--- config.mk ---
export PLATFORM = sky130hd
export DESIGN_NAME = rx_iq_buffer
export DESIGN_NICKNAME = d
export VERILOG_FILES = /design/src/rtl/rx_iq_buffer.sv
export SDC_FILE = /design/constraint.sdc
export NUM_CORES = 1
export LEC_CHECK = 0
export CORE_MARGIN = 8
export CORE_UTILIZATION = 30
export CTS_BUF_LIST = sky130_fd_sc_hd__clkbuf_8
export DETAILED_ROUTE_END_ITERATION = 10
export PLACE_DENSITY = 0.52
export SYNTH_ARGS = -nofsm -noshare
export SYNTH_HDL_FRONTEND = slang
export SYNTH_SLANG_ARGS = --single-unit
--- constraint.sdc ---
create_clock -name clk_in -period 3.7 [get_ports clk_in]
set_input_delay 0.925 -clock clk_in [delete_from_list [all_inputs] [get_ports clk_in]]
set_output_delay 0.925 -clock clk_in [all_outputs]
set_load 0.05 [all_outputs]
--- src/rtl/rx_iq_buffer.sv ---
// Elastic I/Q sample FIFO between the DDC output and the MCU nibble interface.
// A pop loads one pair into registered outputs, where it stays until the next pop.
module rx_iq_buffer #(
   parameter  int DEPTH = 16,
   localparam int AW    = $clog2(DEPTH)
) (
   input  logic          clk_in,
   input  logic          reset,
   input  logic [15:0]   in_I,
   input  logic [15:0]   in_Q,
   input  logic          in_valid,
   input  logic          rd_req,
   input  logic          flags_clr,
   output logic [15:0]   out_I,
   output logic [15:0]   out_Q,
   output logic          out_fresh,
   output logic [AW:0]   level,
   output logic          empty,
   output logic          full,
   output logic          overflow,
   output logic          underrun
);

   localparam logic [AW:0] FULL_LVL = (AW+1)'(DEPTH);
   localparam logic [AW:0] ONE_LVL  = (AW+1)'(1);

   logic [31:0]   mem [DEPTH];
   logic [AW-1:0] wp;
   logic [AW-1:0] rp;
   logic          do_wr;
   logic          do_pop;
   logic          drop;
   logic          starve;
   logic [AW:0]   level_nxt;

   // A pop frees a slot in the same cycle, so a write into a full buffer is
   // accepted when rd_req is high.
   always_comb begin
      do_pop    = rd_req & ~empty;
      do_wr     = in_valid & (~full | rd_req);
      drop      = in_valid & full & ~rd_req;
      starve    = rd_req & empty;
      level_nxt = level;
      if (do_wr && !do_pop)
         level_nxt = level + ONE_LVL;
      else if (do_pop && !do_wr)
         level_nxt = level - ONE_LVL;
   end

   // Storage is not reset; pointers and level define what is valid.
   always_ff @(posedge clk_in) begin
      if (do_wr && !reset)
         mem[wp] <= {in_Q, in_I};
   end

   always_ff @(posedge clk_in) begin
      if (reset) begin
         wp        <= '0;
         rp        <= '0;
         level     <= '0;
         empty     <= 1'b1;
         full      <= 1'b0;
         out_I     <= '0;
         out_Q     <= '0;
         out_fresh <= 1'b0;
         overflow  <= 1'b0;
         underrun  <= 1'b0;
      end else begin
         if (do_wr)
            wp <= wp + 1'b1;
         // When full, wp == rp: the read sees the old (oldest) entry.
         if (do_pop) begin
            {out_Q, out_I} <= mem[rp];
            rp             <= rp + 1'b1;
         end
         if (rd_req)
            out_fresh <= do_pop;
         level    <= level_nxt;
         empty    <= (level_nxt == '0);
         full     <= (level_nxt == FULL_LVL);
         overflow <= drop   | (overflow & ~flags_clr);
         underrun <= starve | (underrun & ~flags_clr);
      end
   end

endmodule

==> results of run 1 <==
==> cell usage after synthesis (2+ instances only) <==
cell and n:
o21ai_0 2, edfxtp_1 512, inv_1 4, mux2i_1 65
buf_1 7, buf_6 5, clkbuf_1 24, nor3_1 4
buf_2 16, dfxtp_1 50, mux4_2 128, or4bb_1 2
ha_1 7, nand3b_1 2, a21oi_1 39, and3_1 4
and2_1 12, nor2_1 44, xor2_1 5, nor3_2 2
nand2b_1 6, o21ai_1 32, nand4_1 3, nand3_1 4
nand2_1 9, or3_1 2, xnor2_1 5
==> worst max path at each step <==
stage	start	endpoint	slack, ns	depth (start not counted)
after floorplan	rd_req	mem[12][0]$_DFFE_PP_	0.69	5
after global placement	rd_req	mem[15][14]$_DFFE_PP_	0.57	6
after detailed placement	rd_req	mem[13][24]$_DFFE_PP_	0.51	6
after CTS	empty$_SDFF_PP1_	empty	0.66	1
after global routing	empty$_SDFF_PP1_	empty	0.62	1
final	empty$_SDFF_PP1_	empty	0.72	1
==> metal layers <==
| metal | GRT usage, % | part of all wire [%] | up-vias |
|---|---|---|---|
| met5 | 0 | 0.020 | - |
| met4 | 4.28 | 2.1 | 2 |
| met3 | 2.47 | 4.7 | 80 |
| met2 | 19.7 | 50 | 211 |
| met1 | 14.5 | 43 | 5289 |
| li1 | - | - | 4489 |
==> logic make-up after synthesis <==
family / after synthesis / share of synthesized area (%)
flops: 562 / 76.8
compound gates: 80 / 2.00
buf+inv: 57 / 1.29
simple gates: 103 / 2.56
xor+xnor: 10 / 0.411
fa+ha+maj: 7 / 0.411
mux: 193 / 16.6
==> flip-flops by register name (all words and copies together), names as in the netlist <==
register,count
overflow,1
level,5
out_Q,16
wp,4
underrun,1
full,1
mem,512
empty,1
out_fresh,1
rp,4
out_I,16
==> power breakdown <==
part | internal (mW) | switching [mW] | leakage [nW]
combinational | 0.930 | 1.07 | 1.72
sequential | 7.07 | 0.186 | 5.02
clock | 2.66 | 2.41 | 1.05
==> stage by stage <==
step	std cells	power, mW	instance area (sq um)
after CTS	2183	14.6	25400
after global routing	2184	15.0	25400
final	2184	14.3	25400
after detailed placement	2009	9.45	23600
after global placement	2009	9.42	23600
after floorplan	1012	8.78	21300
==> final cells by class <==
| class | count | area, sq um |
|---|---|---|
| tap | 940 | 1180 |
| inverter | 4 | 15.0 |
| multi-input combinational | 393 | 4710 |
| antenna | 1 | 2.50 |
| clock inverter | 73 | 373 |
| timing repair buffer | 110 | 1310 |
| fill | 6472 | 44900 |
| clock buffer | 101 | 1390 |
| sequential | 562 | 16400 |
==> metrics, run 1 <==
GRT Overall Usage=11.6%; fin crit share=80.5%; Clock Tree Buf Depth=3; Syn Area/Cell=21.1 sq um; CP required=2.77 ns; FFs w/ async S/R, synth=0%; Worst VDD drop=0.212 mV; Setup Skew=0.0416 ns; Clock Latency Late Sink=0.67 ns; syn_nets=1056; most frequent cells in the layout=512 x edfxtp_1, 128 x mux4_2, 101 x clkbuf_8, 78 x clkdlybuf4s50_1, 65 x mux2i_1; Max transition margin=37.5%; worst hold endpoint=out_Q[6]$_SDFFE_PP0P_; WHS Path Cells=2; Post-synth EDFFs=512; vias=10071; CTS Buf Count=93; starting density of the core=30.4%; Most used DFF post-synth=edfxtp_1; Post-route DRC=0; Remaining Overflow, GRT=0; area leader, netlist=edfxtp_1; DRT antenna net count=0; Min Hold Slack=0.476 ns; synthesized area=21300 sq um; CP delay by family, top=buffers and inverters; Startpoint Class=flop; synth warn=0; PortBufs=78; row cnt=97; RSZ-0062 raised after global routing=no; Post-Route Utilization=36.1%; commonest non-fill, non-tap cell in the layout=edfxtp_1; RD Place Congestion=0.671; PostCTS Resize Cnt=0; vias in the first global route=10865; status=finished, final reports clean; # clock sinks=562; DP HPWL=25400 microns; crit path cell chain=clkdlybuf4s50_1; setup slack, reg-to-reg=1.38 ns; Max-cap violations=0; initial antenna violation count=2; DRT Wirelength=46100 microns; Worst R2R End=out_I[5]$_SDFFE_PP0P_; setup TNS=0 ns; Post-Syn Instances=1012; final slew viol count=0; share of post-route cells with drive strength above 1=24.5%; number of top-level pins=79; Leak=7.79 nW; root buf cell=clkbuf_8; Area Growth Syn to Fin=18.9%; Die Y=283 microns; fmax=336 MHz; critical path type=flop to output pin; crit path buf inv count=1; hold_sp=out_Q[6]$_SDFFE_PP0P_; Yosys reg bits=562; reg2reg path depth=6; pre-CTS WS=0.515 ns; routed wire length per instance=21.1 microns; post-CTS setup buffer count=0; CP Max Fanout=10; Hold Vio Cnt, Final=0; worst setup margin=0.721 ns; Via density=4.61; CP arrival=2.05 ns; # H-tree levels=3; largest net degree at the start of global routing=58; dominant cells by area after synthesis=edfxtp_1 72%, mux4_2 14%, dfxtp_1 4.7%; Hold Path Class=flop to flop; crit-path max cell delay=0.88 ns; PwrDens=565 nW/um^2; core footprint=70300 sq um; CTS Hold Bufs=0; Seq/Total Area, Yosys=76.8%; TritonCTS clock tree=done; register clock-pin slew on the reported worst setup and hold paths=0.05 ns; initial drt markers=721; Synth top area share=72.1%; Synth cell types=44; drt pass-1 iters=4; Die X-Extent=283 microns; DIE AREA=79900 sq um; crit path time final=2.98 ns; Net count, final=1208; Setup-failing EPs final=0; slowest CP cell=clkdlybuf4s50_1; CP endpoint kind=output pin; slew at the pin closest to its max-slew limit=0.938 ns; worst r2r src=rp[0]$_SDFFE_PP0P_; global-route wire length before repair=69400 microns
Power figures use the tool's default switching activity.
==> run 2: changes to the inputs <==
==> constraint.sdc (replaced) <==
create_clock -name clk_in -period 2.8 [get_ports clk_in]
set_input_delay 0.7 -clock clk_in [delete_from_list [all_inputs] [get_ports clk_in]]
set_output_delay 0.7 -clock clk_in [all_outputs]
set_load 0.05 [all_outputs]
==> metrics, run 2 (synthesis gave the netlist of run 1 again) <==
status=finished, final reports clean; crit path buf inv count=1; TritonCTS clock tree=done; Max-cap violations=0; reg2reg path depth=6; Via density=4.63; crit-path max cell delay=0.86 ns; largest register by flop count=mem; Area Growth Syn to Fin=20.4%; Multi-input gate area=4710 sq um; Hold Vio Cnt, Final=0; fin crit share=95.9%; Clock Tree Buf Depth=3; critical path type=flop to output pin; global-route wire length before repair=73500 microns; setup TNS=0 ns; setup slack, reg-to-reg=0.56 ns; # H-tree levels=3; fmax=372 MHz; Die X-Extent=283 microns; CP endpoint kind=output pin; DRT Wirelength=48700 microns; slowest CP cell=clkdlybuf4s50_1; Startpoint Class=flop; vias in the first global route=11142; top flop regs=mem x512, out_I x16, out_Q x16; number of top-level pins=79; WHS Path Cells=2; register clock-pin slew on the reported worst setup and hold paths=0.05 ns; max reg flops=512; drt pass-1 iters=6; Hold Path Class=flop to flop; share of post-route cells with drive strength above 1=26.2%; DRT antenna net count=0; DIE AREA=79900 sq um; Leak=7.91 nW; # clock sinks=562; Remaining Overflow, GRT=0; starting density of the core=30.4%; crit path cell chain=clkdlybuf4s50_1; Clock Latency Late Sink=0.66 ns; crit path time final=2.68 ns; Fillers=6471; most frequent cells in the layout=512 x edfxtp_1, 128 x mux4_2, 97 x clkbuf_8, 76 x clkdlybuf4s50_1, 65 x mux2i_1; commonest non-fill, non-tap cell in the layout=edfxtp_1; RD Place Congestion=0.716; post-CTS setup buffer count=0; CP required=2.10 ns; routed wire length per instance=22.0 microns; CP Max Fanout=8; Post-route DRC=0; stages on the worst setup path=1; CTS Buf Count=96; root buf cell=clkbuf_8; Setup-failing EPs final=0; Setup Skew=0.0368 ns; PortBufs=78; GRT Overall Usage=12.3%; CP delay by family, top=buffers and inverters; RSZ-0062 raised after global routing=no; initial antenna violation count=2; vias=10243; Reg area=16400 sq um; DP HPWL=29600 microns; Power Total=18.8 mW; row cnt=97; Max transition margin=41.9%; core footprint=70300 sq um; Worst VDD drop=0.330 mV; CP arrival=1.98 ns; final slew viol count=0; slew at the pin closest to its max-slew limit=0.870 ns; Net count, final=1242; PwrDens=734 nW/um^2; largest net degree at the start of global routing=41; Die Y=283 microns; initial drt markers=637
run 2: cell types whose count changed in the layout (fill, tap and decap cells not counted), sizes merged, moves of 2 or more:
cell	before	now
buf	32	63
clkinv	24	39
inv	48	34
clkbuf	101	97
clkdlybuf4s50	78	76
clkinvlp	3	5
dlygate4sd2	0	2
run 2: final cells by class:
type	count	area share, %
Sequential cell	562	63.8
Antenna cell	1	0.00975
Timing Repair Buffer	141	6.63
Inverter	4	0.0585
Multi-Input combinational cell	393	18.4
Tap cell	940	4.58
Clock buffer	97	5.20
Clock inverter	75	1.35
run 2: per-layer routing:
metal	up-vias	GRT usage [%]	wire [microns]
met3	87	2.68	1930
li1	4553	-	-
met1	5401	16.2	21800
met5	-	0	11
met2	200	20.5	23900
met4	2	3.52	1040
run 2: worst reg2reg max path: stages, from the launching register on:
cell,delay [ns]
dfxtp_4,0.52
buf_12,0.36
mux4_2,0.60
mux2i_1,0.36
nor2_1,0.08
a21oi_1,0.11
o21ai_1,0.07
run 2: stage by stage:
step / instance area (sq um) / utilization (%) / hold slack, ns / worst slack [ns] / cells
final: 25700 / 36.5 / 0.469 / 0.115 / 2213
after global routing: 25700 / 36.5 / 0.508 / 0.00970 / 2213
after CTS: 25700 / 36.5 / 0.478 / 0.0333 / 2212
after detailed placement: 24000 / 34.1 / 0.466 / -0.0689 / 2040
after global placement: 24000 / 34.1 / 0.459 / -0.0897 / 2040
after floorplan: 21300 / - / 0.482 / 0.0179 / 1012
run 2: final timing paths:
path	start	end
min	out_Q[15]$_SDFFE_PP0P_	out_Q[15]$_SDFFE_PP0P_
max	level[1]$_SDFF_PP0_	level[1]
max reg2reg	rp[0]$_SDFFE_PP0P_	out_I[14]$_SDFFE_PP0P_
min reg2reg	out_Q[15]$_SDFFE_PP0P_	out_Q[15]$_SDFFE_PP0P_
run 2: repair_timing:
| action | 4_1_cts | 5_1_grt |
|---|---|---|
| gates resized for setup | 2 | 0 |
| hold buffers | 0 | 0 |
| setup endpoints to repair | 2 | 0 |
run 2: power breakdown:
group | leakage, nW | switching (mW) | total [mW] | internal [mW]
Clock | 0.962 | 3.20 | 6.51 | 3.31
Combinational | 1.93 | 1.54 | 2.80 | 1.26
Sequential | 5.02 | 0.182 | 9.53 | 9.35
Total | 7.91 | 4.92 | 18.8 | 13.9
